File: src/rtl/ifetch_pkg.sv
// Shared types for the instruction fetch unit.
// Optional build macro: IFETCH_BSWAP_EN (big-endian ROM image).
package ifetch_pkg;

    typedef enum logic [1:0] {
        BOOT = 2'd0,
        RUN  = 2'd1,
        HALT = 2'd2
    } ifetch_state_e;

    localparam int IFQ_DEPTH = 4;
    localparam int IFQ_CNT_W = 3;

    typedef struct packed {
        logic [31:0] pc;
        logic [31:0] inst;
    } ifq_entry_t;

    function automatic logic [31:0] bswap32(input logic [31:0] w);
        return {w[7:0], w[15:8], w[23:16], w[31:24]};
    endfunction

endpackage

File: src/rtl/ifetch_fifo.sv
// Four-entry fetch queue holding {pc, inst} pairs.
// Flush wins over push and pop in the same cycle.
module ifetch_fifo
    import ifetch_pkg::*;
(
    input  logic                 clk,
    input  logic                 rst,
    input  logic                 flush,
    input  logic                 push,
    input  ifq_entry_t           push_data,
    input  logic                 pop,
    output ifq_entry_t           head,
    output logic [IFQ_CNT_W-1:0] count
);

    ifq_entry_t           mem_q [IFQ_DEPTH];
    ifq_entry_t           mem_d [IFQ_DEPTH];
    logic [1:0]           wr_ptr_q, wr_ptr_d;
    logic [1:0]           rd_ptr_q, rd_ptr_d;
    logic [IFQ_CNT_W-1:0] count_q, count_d;
    logic                 do_push, do_pop;

    // Next pointers, occupancy and storage contents.
    always_comb begin
        mem_d    = mem_q;
        wr_ptr_d = wr_ptr_q;
        rd_ptr_d = rd_ptr_q;
        count_d  = count_q;
        do_push  = push && (count_q != IFQ_CNT_W'(IFQ_DEPTH));
        do_pop   = pop && (count_q != '0);
        if (flush) begin
            wr_ptr_d = '0;
            rd_ptr_d = '0;
            count_d  = '0;
        end else begin
            if (do_push) begin
                mem_d[wr_ptr_q] = push_data;
                wr_ptr_d        = wr_ptr_q + 2'd1;
            end
            if (do_pop) begin
                rd_ptr_d = rd_ptr_q + 2'd1;
            end
            count_d = count_q + {2'b0, do_push} - {2'b0, do_pop};
        end
    end

    // Pointer and count registers.
    always_ff @(posedge clk) begin
        if (!rst) begin
            wr_ptr_q <= '0;
            rd_ptr_q <= '0;
            count_q  <= '0;
        end else begin
            wr_ptr_q <= wr_ptr_d;
            rd_ptr_q <= rd_ptr_d;
            count_q  <= count_d;
        end
    end

    // Entry storage; stale slots are never visible, so no reset.
    always_ff @(posedge clk) begin
        mem_q <= mem_d;
    end

    assign head  = mem_q[rd_ptr_q];
    assign count = count_q;

endmodule

File: src/rtl/ifetch.sv
// Instruction fetch: drives a registered ROM, queues responses.
// Define IFETCH_BSWAP_EN to byte-swap big-endian ROM words.
module ifetch
    import ifetch_pkg::*;
#(
    parameter logic [31:0] RESET_PC = 32'h0000_0000
) (
    input  logic        clk,
    input  logic        rst,
    output logic [29:0] rom_addr,
    input  logic [31:0] rom_inst,
    input  logic        redirect_valid,
    input  logic [31:0] redirect_pc,
    output logic        out_valid,
    input  logic        out_ready,
    output logic [31:0] out_pc,
    output logic [31:0] out_inst,
    output logic        fault
);

    ifetch_state_e        state_q, state_d;
    logic [31:0]          fetch_pc_q, fetch_pc_d;
    logic                 inflight_q, inflight_d;
    logic [31:0]          inflight_pc_q, inflight_pc_d;
    logic [29:0]          rom_addr_q, rom_addr_d;
    logic                 fault_q, fault_d;

    logic [IFQ_CNT_W-1:0] fifo_count;
    ifq_entry_t           fifo_head;
    ifq_entry_t           cap_entry;
    logic                 redir, redir_ok, room;
    logic                 q_flush, q_push, q_pop;
    logic [3:0]           occ;

    // Response word as it enters the queue.
    always_comb begin
        cap_entry.pc = inflight_pc_q;
`ifdef IFETCH_BSWAP_EN
        cap_entry.inst = bswap32(rom_inst);
`else
        cap_entry.inst = rom_inst;
`endif
    end

    // Issue, redirect and FSM next-state decisions.
    always_comb begin
        state_d       = state_q;
        fetch_pc_d    = fetch_pc_q;
        inflight_d    = 1'b0;
        inflight_pc_d = inflight_pc_q;
        rom_addr_d    = rom_addr_q;
        fault_d       = fault_q;
        redir    = redirect_valid && (state_q == RUN);
        redir_ok = redir && (redirect_pc[1:0] == 2'b00);
        occ      = {1'b0, fifo_count} + {3'b0, inflight_q};
        room     = occ < 4'd4;
        q_flush  = redir;
        q_push   = inflight_q && !redir;
        q_pop    = out_valid && out_ready;
        if (redir) begin
            if (redir_ok) begin
                rom_addr_d    = redirect_pc[31:2];
                inflight_d    = 1'b1;
                inflight_pc_d = {redirect_pc[31:2], 2'b00};
                fetch_pc_d    = redirect_pc + 32'd4;
            end else begin
                state_d = HALT;
                fault_d = 1'b1;
            end
        end else if (state_q != HALT && room) begin
            rom_addr_d    = fetch_pc_q[31:2];
            inflight_d    = 1'b1;
            inflight_pc_d = fetch_pc_q;
            fetch_pc_d    = fetch_pc_q + 32'd4;
            if (state_q == BOOT) begin
                state_d = RUN;
            end
        end
    end

    // FSM and fetch bookkeeping registers.
    always_ff @(posedge clk) begin
        if (!rst) begin
            state_q       <= BOOT;
            fetch_pc_q    <= RESET_PC;
            inflight_q    <= 1'b0;
            inflight_pc_q <= RESET_PC;
            rom_addr_q    <= RESET_PC[31:2];
            fault_q       <= 1'b0;
        end else begin
            state_q       <= state_d;
            fetch_pc_q    <= fetch_pc_d;
            inflight_q    <= inflight_d;
            inflight_pc_q <= inflight_pc_d;
            rom_addr_q    <= rom_addr_d;
            fault_q       <= fault_d;
        end
    end

    ifetch_fifo u_fifo (
        .clk       (clk),
        .rst       (rst),
        .flush     (q_flush),
        .push      (q_push),
        .push_data (cap_entry),
        .pop       (q_pop),
        .head      (fifo_head),
        .count     (fifo_count)
    );

    assign rom_addr  = rst ? rom_addr_d : RESET_PC[31:2];
    assign out_valid = fifo_count != '0;
    assign out_pc    = out_valid ? fifo_head.pc : 32'h0;
    assign out_inst  = out_valid ? fifo_head.inst : 32'h0;
    assign fault     = fault_q;

endmodule

File: config.mk
export PLATFORM = sky130hd
export DESIGN_NAME = ifetch
export DESIGN_NICKNAME = d
export VERILOG_FILES = /design/src/rtl/ifetch_pkg.sv /design/src/rtl/ifetch_fifo.sv /design/src/rtl/ifetch.sv
export SDC_FILE = /design/constraint.sdc
export NUM_CORES = 1
export LEC_CHECK = 0
export ABC_AREA = 1
export CAP_MARGIN = 40
export CORE_MARGIN = 2
export CORE_UTILIZATION = 45
export CTS_BUF_LIST = sky130_fd_sc_hd__clkbuf_4
export CTS_CLUSTER_SIZE = 28
export DETAILED_ROUTE_END_ITERATION = 8
export PLACE_DENSITY = 0.68
export SETUP_SLACK_MARGIN = 0.4
export SLEW_MARGIN = 30
export SYNTH_ARGS = -nofsm -noshare
export SYNTH_HDL_FRONTEND = slang
export SYNTH_HIERARCHICAL = 1
export SYNTH_SLANG_ARGS = --single-unit
export TNS_END_PERCENT = 20
File: constraint.sdc
create_clock -name clk -period 4.02 [get_ports clk]
set_input_delay 0.402 -clock clk [delete_from_list [all_inputs] [get_ports clk]]
set_output_delay 0.402 -clock clk [all_outputs]
set_load 0.1 [all_outputs]
[After elaboration in Yosys (flattened, before gate mapping)]
Cells that the tools add are included.
Storage, ports and cells
  output and inout port bits: 96
  register bits: 361
  word-level logic and storage cells: 82
  memories kept: 0
  bits in read-only memories: 0
  bits of input ports: 68
  bits in latches: 0
  bits in writable memories: 0
Operators by class
  muxes and demuxes: 25
  magnitude comparators: 4
  shift-type cells: 0
  reductions and logical operators: 19
  bitwise gates (word level): 5
  equality and inequality tests: 5
  multipliers: 0
  div/mod/pow operators: 0
  $add $sub $neg: 7
Operators with widths (count)
  $bwmux W256: 1
  $mux W32: 8
  $mux W64: 3
  $bmux W64 S2: 1
  $demux W64 S2: 1
  $mux W30: 4
  $add A32 B3 Y32 const B: 2
  $logic_and A1 B1 Y1: 8
  $mux W2: 4
  $ge A3 B3 Y1 const B: 2
  $ne A2 B2 Y1 const B: 3
  $not A2 Y3: 2
  $reduce_and A2 Y1: 3
  $add A2 B1 Y2 const B: 2
  $add A3 B1 Y4: 1
  $logic_not A2 Y1: 2
  $lt A4 B3 Y1 const B: 1
  $reduce_bool A2 Y1: 2
  $add A3 B1 Y3: 1
  $lt A3 B1 Y1 const B: 1
  $mux W1: 3
  $ne A3 B3 Y1 const B: 1
  $not A1 Y1: 3
  $reduce_and A3 Y1: 1
  5 further kinds: 5

[Depth between registers and ports, before layout]
Gate-level depths: netlist of run 1.
  depth after elaboration: 7
  gate-level depth with buffers: 15
  mapped depth without buffers: 14

[By module]
Netlist of run 1, hierarchy kept.
By module, submodules not included
  ifetch_fifo: instances 1, area an instance 9972.1 µm², cells an instance 683, seq. area each 7827.5 µm²
  ifetch: instances 1, area an instance 5282.6 µm², cells an instance 871, seq. area each 1961.9 µm²

[Worst setup path before layout of run 1]
OpenSTA, ideal clock, no wires.
  path kind: in2reg
  from: input redirect_valid
  to: register u_fifo/mem_q[0] in the netlist's numbering, enable pin
  library setup time: 487 ps
  arrival: 3809 ps
  path slack: -275 ps
  path buffers: 1
  required time: 3533 ps
  cell stages on the path: 6
  path through: nand2_2 > nor2_4 > buf_2 > nor2_1 > nand3b_1 > nor2_1
Between the ends
  word-level cells in the longest chain between the ends: 5
  elaborated cells between the ends (all ways): 6
  classes of those cells: bitwise (1); reduce/logical (5)
RTL lines
  start: declaration: RTL line ifetch.sv:12  | input logic redirect_valid,
  $logic_and A1 B1 Y1: RTL line ifetch.sv:53  | redir = redirect_valid && (state_q == RUN);
  net q_flush: RTL line ifetch.sv:32  | logic q_flush, q_push, q_pop;
  $logic_not A1 Y1: RTL line ifetch.sv:58  | q_push = inflight_q && !redir;
  $logic_and A1 B1 Y1: RTL line ifetch.sv:58
  net q_push: RTL line ifetch.sv:32
  $logic_and A1 B1 Y1: RTL line ifetch_fifo.sv:29  | do_push = push && (count_q != IFQ_CNT_W'(IFQ_DEPTH));
  $reduce_and A2 Y1 (no line)
  end signal: assignment: RTL line ifetch_fifo.sv:62  | mem_q <= mem_d;
  end: declaration: RTL line ifetch_fifo.sv:16  | ifq_entry_t mem_q [IFQ_DEPTH];
The timed path passes the listed nets, and every way through them passes these cells.
A chain may end at the register's enable or synchronous reset.

[Worst setup path after layout of run 1]
  from: register state_q[1]
  to: output rom_addr[6]
Between the ends
  word-level cells in the longest chain between the ends: 6
  elaborated cells between the ends (all ways): 9
  classes of those cells: eq/ne (2); mux (4); reduce/logical (3)
RTL lines
  start: declaration: RTL line ifetch.sv:21  | ifetch_state_e state_q, state_d;
  start signal: assignment: RTL line ifetch.sv:91  | state_q <= state_d;
  $eq A2 B1 Y1: RTL line ifetch.sv:53
  $logic_and A1 B1 Y1: RTL line ifetch.sv:53
  $logic_and A1 B1 Y1: RTL line ifetch.sv:54  | redir_ok = redir && (redirect_pc[1:0] == 2'b00);
  $mux W30: RTL line ifetch.sv:61  | if (redir_ok) begin
  $mux W30 (*): RTL line ifetch.sv:60  | if (redir) begin
  $mux W30 (*)
  end: declaration: RTL line ifetch.sv:10  | output logic [29:0] rom_addr,
Every way passes the cells marked *; elsewhere a longest branch is shown, timed or not.

==> impl_results.md, run 1 <==
- Status: complete, no violations
- Sw Ratio: roughly half
- Final instance area: 18580 um2
- Peak VDD IR: 0.6026 mV
- Share of cells above drive strength 1: 16.87%
- Fin nets: around 1800
- CTS tree: yes
- Post-synth net total: 1630
- Router iterations before antenna repair: 5
- Tot Pwr: 15.45 mW
- DP Cell Count: 2104
- Critical path data required time: 3.62 ns
- Cell Rows: 67
- Inserted Clock Buffers: 92
- LEAKAGE: between 7 and 8 nW
- Reg power frac: 33.1%
- Drt via density: around 5.1
- DRT iter0 DRCs: 744
- Number of global-route vias before repair: approximately 11000
- Yosys Warn Count: 6
- Latest clock arrival within the worst-skew pair: 0.76 ns
- Clock Pin Slew Worst Setup and Hold Paths: 0.07 ns
- Die height: 188.1 um
- Largest net degree at the start of global routing: 131
- Least-Margin Pin Slew: 0.7866 ns
- Final Routed Wirelength: 36.18 mm
- HP Class: in2reg
- Layout area overhead: 21.78%
- Clock buffer depth: 3
- Non-filler cells, final: 2275
- I/O Buffers: 163
- Initial antenna violation count: 2
- Max-cap violations: 0
- Final period util: 84.06%
- Max-slew headroom: 47.56%
- Endpoints failing setup: 0
- RSZ-0062 raised after global routing: true
- Core area: 33450 um2
- GP Congestion: just under 0.9
- Sequential area share after synthesis: 64.17%
- Tot GR Track Use: 20.22%
- Crit path time final: between 3 and 4 ns
- Mapped cell area: 15250 um2
- Die ar.: 35390 um2
- Critical Path Source Type: register
- Final hold vios: 0
- Most frequent cells in the layout: nand2_1, nor2_1, edfxtp_1
- WS Path Type: reg2out
- Root Driver: clkbuf_4
- Worst Path Max Fanout: 21
- Library cells used by synthesis: 39
- Combinational share of power: 47.5%
- Total gr overflow: 0
- Post-route antenna net violation count: 0
- #FFs+latches synth: roughly 360
- Clock network fraction of total power: between 10% and 20%
- Max-slew violations: 0
- Post-DP Area: 17420 um2
- Postcts setup bufs: 0
- F_max: 0.2959 GHz
- First-pass GRT wire length: ~57 mm
- DP HPWL: approximately 22 mm
- Die W: about 190 um
- Pwr per Cell Area: 831.6 nW/um2
- Internal: 7.879 mW
- H-tree levels: 3
- Vias: ~12000
- Element type at the critical path end: output port
- Mapped Avg Cell Area: 9.816 um2
- Post-Synthesis Cells: 1554
- Starting density of the core: 45.61%
- Cts hold-fix bufs: 0
- Switching Power: 7.570 mW
- Worst Path Arrival: 2.98 ns
- DR WL/cell: 15.90 um
- Residual DRC: 0
- I/O Pins: 164
- Clk_skew: between 0.07 and 0.08 ns
- Clk sink count: about 360
- Commonest non-fill, non-tap cell in the layout: nand2_1
- Post_cts resized: 1
-- worst max-delay path, cell delays in order, from the launching register on --
cell and delay (ns):
dfxtp_1 0.37, inv_2 0.18, nand3_2 0.23, nand3_1 0.23
nand2_2 0.10, inv_2 0.24, buf_4 0.31, nand2_1 0.08
a21oi_1 0.30, buf_12 0.22
-- registers in the layout, indices dropped and copies added (netlist names) --
name             cells
state_q              2
rom_addr_q          30
u_fifo/count         3
u_fifo/wr_ptr_q      2
fetch_pc_q          32
u_fifo/rd_ptr_q      2
inflight_q           1
inflight_pc_q       32
fault                1
u_fifo/mem_q       256
-- power by group through the flow --
stage	Clock (mW)	Sequential (mW)	Combinational, mW
floorplan	0	5.09	5.61
global placement	0	5.16	7.31
detailed placement	0	5.18	7.37
CTS	3.08	5.10	7.38
global route	3.27	5.17	7.77
finish	3.00	5.11	7.34
-- kinds of logic after synthesis --
group / Yosys count / share of synthesized area, %
buffers and inverters: 220 / 6.578
adder cells (fa/ha/maj): 8 / 0.7054
multiplexers: 1 / 0.06562
AND/OR/NAND/NOR: 649 / 17.12
AO/OA/AOI/OAI: 311 / 11.13
XOR/XNOR: 4 / 0.2297
flip-flops: 361 / 64.17
-- layout make-up --
class / instances / area [um2]
Fill cell: 2924 / 14870
Sequential cell: 361 / 9796
Multi-Input combinational cell: 973 / 4503
Timing Repair Buffer: 187 / 2054
Clock buffer: 128 / 960.9
Tap cell: 448 / 560.5
Inverter: 135 / 509.2
Clock inverter: 42 / 191.4
Antenna cell: 1 / 2.502
-- metal layers --
metal / vias up / wire, um / GRT usage, %
met4: 2 / 676 / 6.299
met5: - / 15 / 0
met2: 414 / 16530 / 32.39
li1: 5698 / - / -
met3: 60 / 2884 / 5.128
met1: 5441 / 16070 / 27.08
-- metrics by stage --
step | utilization (%) | setup TNS (ns) | setup WS (ns) | hold WS (ns)
6_report | 55.54 | 0 | 0.6407 | 0.2756
5_1_grt | 55.54 | 0 | 0.3947 | 0.2278
4_1_cts | 55.52 | 0 | 0.5582 | 0.2116
3_5_place_dp | 52.07 | 0 | 0.6434 | 0.4387
3_3_place_gp | 52.04 | 0 | 0.7997 | 0.4338
2_1_floorplan | - | -70.48 | -0.2753 | 0.4177
-- path summary, 6_finish.rpt --
kind              depth (start not counted)  slack [ns]             from          endpoint
hold / removal                            1        0.28     rom_inst[28]  u_fifo/mem_q[28]
hold reg to reg                           2        0.45    fetch_pc_q[0]     fetch_pc_q[0]
setup reg to reg                         11        1.55  u_fifo/count[1]   u_fifo/count[2]
setup / recovery                          9        0.64       state_q[1]       rom_addr[6]
-- cells in the mapped netlist --
cell type | instances | area (um2)
nor2_1 | 286 | 1074
nand2_1 | 284 | 1066
edfxtp_1 | 256 | 7687
inv_1 | 130 | 488.0
dfxtp_1 | 105 | 2102
o21ai_0 | 104 | 520.5
a21oi_1 | 73 | 365.4
o22ai_1 | 65 | 406.6
o21ai_1 | 51 | 255.2
nand3_1 | 32 | 160.2
clkbuf_1 | 31 | 116.4
buf_2 | 29 | 145.1
buf_6 | 16 | 180.2
nand2_2 | 11 | 68.82
nand4_1 | 11 | 68.82
o21ai_2 | 10 | 87.58
nor2_2 | 8 | 50.05
ha_1 | 7 | 87.58
nor3_1 | 6 | 30.03
buf_4 | 5 | 37.54
buf_1 | 4 | 15.01
inv_2 | 4 | 15.01
nor2_4 | 4 | 45.04
o21bai_1 | 3 | 22.52
xnor2_1 | 3 | 26.28
a21boi_0 | 2 | 15.01
and2_1 | 2 | 12.51
a21oi_2 | 1 | 8.760
fa_1 | 1 | 20.02
inv_4 | 1 | 6.260
mux2i_1 | 1 | 10.01
nand3_2 | 1 | 10.01
nand3b_1 | 1 | 7.510
o221ai_1 | 1 | 8.760
o31ai_1 | 1 | 7.510
or2_1 | 1 | 6.260
or2_2 | 1 | 6.260
or3_1 | 1 | 6.260
xor2_1 | 1 | 8.760
Power figures use the tool's default switching activity.
==> run 2: changes to the inputs <==
--- a/config.mk
+++ b/config.mk
@@ -12,7 +12,7 @@
 export CTS_BUF_LIST = sky130_fd_sc_hd__clkbuf_4
 export CTS_CLUSTER_SIZE = 28
 export DETAILED_ROUTE_END_ITERATION = 8
-export PLACE_DENSITY = 0.68
+export PLACE_DENSITY = 0.66
 export SETUP_SLACK_MARGIN = 0.4
 export SLEW_MARGIN = 30
 export SYNTH_ARGS = -nofsm -noshare
==> constraint.sdc (replaced) <==
create_clock -name clk -period 3.4 [get_ports clk]
set_input_delay 0.34 -clock clk [delete_from_list [all_inputs] [get_ports clk]]
set_output_delay 0.34 -clock clk [all_outputs]
set_load 0.1 [all_outputs]
==> impl_results.md, run 2 (synthesized netlist as in run 1, its figures left out) <==
- Core area: 33450 um2
- Pwr per Cell Area: ~1000 nW/um2
- Inserted Clock Buffers: 94
- Post-DP Area: ~18000 um2
- Crit path time final: approximately 2.9 ns
- Element type at the critical path end: output port
- Biggest regs: u_fifo/mem_q (256), fetch_pc_q (32), inflight_pc_q (32)
- DRT iter0 DRCs: 913
- Layout area overhead: 28.00%
- Status: complete, no violations
- I/O Buffers: 163
- PnR worst setup slack: 0.5149 ns
- Drt via density: a little over 5
- Vias: around 12000
- Starting density of the core: 45.61%
- Max reg flops: about 260
- Worst slack, placed: 0.4670 ns
- Root Driver: clkbuf_4
- Least-Margin Pin Slew: 0.6264 ns
- R2r startpoint: u_fifo/count[2]
- GP Congestion: 0.8604
- Fin nets: between 1500 and 2000
- Final instance area: about 20000 um2
- Non-filler cells, final: about 2300
- Max-cap violations: 0
- Final Routed Wirelength: 37.74 mm
- H-tree levels: 3
- Setup slack, reg-to-reg: 0.93 ns
- Post-route antenna net violation count: 0
- Initial antenna violation count: 2
- Max-slew headroom: 57.98%
- HP Class: in2reg
- Worst Path Max Fanout: 25
- Hold_sp: rom_inst[18]
- F_max: ~0.35 GHz
- Reg with most FFs: u_fifo/mem_q
- I/O Pins: 164
- Clk sink count: 361
- Number of global-route vias before repair: 11480
- Latest clock arrival within the worst-skew pair: 0.76 ns
- Clock buffer depth: 3
- Cell Rows: 67
- DP Cell Count: approximately 2100
- LEAKAGE: 7.603 nW
- Die W: 188.1 um
- First-pass GRT wire length: 59.93 mm
- Tot GR Track Use: 21.39%
- CTS tree: yes
- Largest net degree at the start of global routing: slightly below 80
- DP HPWL: 22.75 mm
- WS Path Type: reg2out
- Worst Path Arrival: 2.55 ns
- Final hold vios: 0
- Final setup TNS: 0 ns
- Footprint of the multi-input gates: 4663 um2
- Clk_skew: 0.05324 ns
- Die height: 188.1 um
- Clock Pin Slew Worst Setup and Hold Paths: 0.07 ns
- Fillcell total: 2816
- Critical Path Source Type: register
- Die ar.: 35390 um2
- Register area: slightly below 10000 um2
- DR WL/cell: roughly 16 um
- Router iterations before antenna repair: 5
- RSZ-0062 raised after global routing: true
- Residual DRC: 0
- Most frequent cells in the layout: nand2_1, nor2_1, edfxtp_1
- Total gr overflow: 0
- Share of cells above drive strength 1: around 20%
- Critical path data required time: between 3 and 4 ns
- Crit path from: state_q[0]
- Final period util: 84.86%
- Peak VDD IR: between 0.6 and 0.7 mV
- Max-slew violations: 0
- Endpoints failing setup: 0
## run 2: cell types whose count changed in the layout (fill, tap and decap cells not counted), moves of 11 or more
cell	before	now
buf_12	38	74
a21oi_1	72	42
a21oi_2	2	30
buf_4	79	55
clkbuf_4	128	140
clkinv_1	33	22
## run 2: path summary, 6_finish.rpt
check,depth (start not counted),end
worst max register to register,11,u_fifo/count[2]
worst min-delay path,1,u_fifo/mem_q[18]
worst max-delay path,8,rom_addr[14]
worst min register to register,2,fetch_pc_q[1]
## run 2: area by class of cell
class / count / share of cell area [%]
Timing Repair Buffer: 207 / 14.08
Sequential cell: 361 / 50.19
Clock buffer: 140 / 5.383
Clock inverter: 31 / 0.8971
Tap cell: 448 / 2.871
Inverter: 135 / 2.666
Antenna cell: 2 / 0.02563
Multi-Input combinational cell: 973 / 23.88
## run 2: stage by stage
stage               hold WS (ns)  power (mW)  utilization, %
floorplan                 0.4177       12.64               -
global placement          0.4315       15.58           53.70
detailed placement        0.4359       15.67           53.74
CTS                       0.1649       19.71           58.00
global route              0.1601       20.63           58.38
finish                    0.2334       19.65           58.38
## run 2: critical path: stages (launching register included)
cell     delay [ns]
dfxtp_4        0.37
nand2_2        0.06
nor2_4         0.13
buf_4          0.30
nand2_1        0.18
nand2_1        0.16
nand2_1        0.15
a21oi_2        0.24
buf_12         0.22
## run 2: repair_timing
action | in CTS | in global routing
hold buffers | 0 | 0
endpoints found under the setup margin | 70 | 80
cloned | 2 | 1
gates resized for setup | 32 | 26
pin swaps | 5 | 5
setup buffers | 3 | 0
hold endpoints to repair | 0 | 0
## run 2: per-layer routing
layer | vias to the layer above | wire, um | GRT usage, %
li1 | 5734 | - | -
met1 | 5445 | 17060 | 28.63
met2 | 375 | 17220 | 34.10
met3 | 77 | 2566 | 5.278
met4 | 0 | 891 | 7.329
met5 | - | 0 | 0
## run 2: power breakdown
group	switching [mW]	total, mW	internal [mW]	leakage, nW
combinational	7.11	9.87	2.76	3.66
sequential	0.384	6.03	5.64	3.22
clock	1.78	3.75	1.98	0.725
total	9.27	19.7	10.4	7.60
==> run 3: changes to the inputs <==
--- a/config.mk
+++ b/config.mk
@@ -12,7 +12,7 @@
 export CTS_BUF_LIST = sky130_fd_sc_hd__clkbuf_4
 export CTS_CLUSTER_SIZE = 28
 export DETAILED_ROUTE_END_ITERATION = 8
-export PLACE_DENSITY = 0.66
+export PLACE_DENSITY = 0.68
 export SETUP_SLACK_MARGIN = 0.4
 export SLEW_MARGIN = 30
 export SYNTH_ARGS = -nofsm -noshare
==> constraint.sdc (replaced) <==
create_clock -name clk -period 2.6 [get_ports clk]
set_input_delay 0.26 -clock clk [delete_from_list [all_inputs] [get_ports clk]]
set_output_delay 0.26 -clock clk [all_outputs]
set_load 0.1 [all_outputs]
==> impl_results.md, run 3 (synthesized netlist as in run 1, its figures left out) <==
- Largest net degree at the start of global routing: 66
- Post-route antenna net violation count: 0
- RSZ-0062 raised after global routing: true
- Max-slew headroom: 60.57%
- Worst Path Max Fanout: 7
- LEAKAGE: 8.765 nW
- Clk_skew: 0.04088 ns
- Biggest regs: u_fifo/mem_q (256), fetch_pc_q (32), inflight_pc_q (32)
- WS Path Type: reg2out
- Layout area overhead: 48.54%
- DR WL/cell: 18.34 um
- Total gr overflow: 0
- R2r worst-path depth: 17
- Setup slack, reg-to-reg: 0.05 ns
- Reg power frac: 27.2%
- PnR worst setup slack: -0.01812 ns
- Fin nets: 1966
- Reg with most FFs: u_fifo/mem_q
- R2r startpoint: state_q[1]
- Combinational share of power: 57.4%
- Worst Path Arrival: ~2.4 ns
- Least-Margin Pin Slew: 0.5907 ns
- Non-filler cells, final: 2403
- Register area: 9808 um2
- Share of cells above drive strength 1: approximately a third
- Die W: roughly 190 um
- Die height: roughly 190 um
- Failing checks: negative setup slack
- Endpoints failing setup: 5
- Cell Rows: 67
- H-tree levels: 3
- Hold Crit Depth: 1
- DRT iter0 DRCs: around 1100
- Critical Path Source Type: register
- Initial antenna violation count: 1
- Residual DRC: 0
- Tot GR Track Use: about 22%
- Clock network fraction of total power: 15.5%
- Crit path time final: 2.618 ns
- Latest clock arrival within the worst-skew pair: 0.71 ns
- Clock Pin Slew Worst Setup and Hold Paths: 0.06 ns
- HP Class: in2reg
- Status: complete, but fails checks
- I/O Buffers: ~160
- Drt via density: between 5 and 6
- Crit path from: state_q[1]
- Clock buffer depth: 3
- Commonest non-fill, non-tap cell in the layout: edfxtp_1
- Inserted Clock Buffers: 91
- GP Congestion: 0.8975
- Die ar.: 35390 um2
- Worst Setup EP: rom_addr[24]
- Critical path data required time: 2.34 ns
- Final period util: 100.7%
- Pwr per Cell Area: 1283 nW/um2
- Element type at the critical path end: output port
- DP HPWL: 23.44 mm
- Internal: 15.63 mW
- DP Cell Count: 2149
- CTS tree: yes
- Peak VDD IR: 0.8593 mV
- Clk sink count: ~360
- Starting density of the core: 45.61%
- Number of global-route vias before repair: 12230
- Worst flop-to-flop path endpoint: fetch_pc_q[14]
- Core area: 33450 um2
- I/O Pins: roughly 160
- Min Hold Slack: 0.1905 ns
- Vias: 12560
- Switching Power: 13.45 mW
- Sw Ratio: 46.24%
- Router iterations before antenna repair: 5
- Max-cap violations: 0
- Root Driver: clkbuf_4
- Footprint of the multi-input gates: around 5700 um2
- Max-slew violations: 0
- F_max: 0.3820 GHz
- Most frequent cells in the layout: edfxtp_1, nand2_1, nor2_1
- First-pass GRT wire length: 63.04 mm
- Final Routed Wirelength: around 44 mm
- Fillcell total: 2393
- Final hold vios: 0
- Max reg flops: 256
[run 3: cell count changes in the layout (fill, tap and decap cells not counted), sizes merged]
cell           delta
clkbuf            -3
diode             -1
inv               -1
buf             +104
clkinv            +9
clkdlybuf4s50     -1
bufbuf            -1
[run 3: stage by stage]
step | util, % | TNS, ns | worst slack [ns] | area, um2 | total power [mW]
final | 67.74 | -0.04370 | -0.01812 | 22660 | 29.08
after global routing | 67.74 | -1.479 | -0.1042 | 22660 | 30.26
after CTS | 63.94 | -0.06166 | -0.01328 | 21390 | 28.16
after detailed placement | 56.02 | -0.1498 | -0.04139 | 18740 | 21.69
after global placement | 56.02 | -0.01510 | -0.01510 | 18740 | 21.52
after floorplan | - | 0 | 0.03899 | 15420 | 16.63
[run 3: what timing repair did]
action,CTS,global route
pin swaps,148,46
hold buffers,0,0
endpoints found under the setup margin,96,331
buffers inserted,38,23
endpoints found under the hold margin,0,0
resized for setup,290,149
cloned,11,24
[run 3: power by group through the flow]
stage          logic, mW  registers [mW]  clock network, mW
5_1_grt             17.3            8.00               4.91
2_1_floorplan       8.80            7.84                  0
3_3_place_gp        13.6            7.93                  0
4_1_cts             15.7            7.88               4.60
6_report            16.7            7.90               4.49
3_5_place_dp        13.7            7.97                  0
[run 3: how the worst min path moves through the flow]
stage / slack, ns / end / start
2_1_floorplan: 0.36 / u_fifo/mem_q[0] / rom_inst[0]
3_3_place_gp: 0.43 / fetch_pc_q[1] / fetch_pc_q[1]
3_5_place_dp: 0.43 / fetch_pc_q[1] / fetch_pc_q[1]
4_1_cts: 0.14 / u_fifo/mem_q[10] / rom_inst[10]
5_1_grt: 0.14 / u_fifo/mem_q[23] / rom_inst[23]
6_report: 0.19 / u_fifo/mem_q[223] / rom_inst[31]
[run 3: cell type report]
cell class                      count  area share, %
Multi-Input combinational cell    973          25.32
Inverter                          135          2.463
Clock inverter                     37         0.7896
Timing Repair Buffer              326          21.47
Antenna cell                        1        0.01104
Tap cell                          448          2.474
Sequential cell                   361          43.29
Clock buffer                      120          3.976
Timing Repair inverter              2         0.2043
[run 3: layer usage]
layer  vias to the layer above  routed length (um)  GRT usage, %
li1                       5965                   -             -
met1                      5969               17710         28.80
met2                       532               21820         37.51
met3                        90                3359         5.035
met4                         0                1196         7.813
met5                         -                   0             0
[run 3: worst max-delay path, cell delays in order (launching register included)]
cell and delay [ns]:
dfxtp_4 0.37, buf_12 0.13, a21oi_4 0.15, nand3_4 0.13
nand2_8 0.16, buf_12 0.13, buf_16 0.15, nand2_8 0.06
a21oi_4 0.18, buf_12 0.19
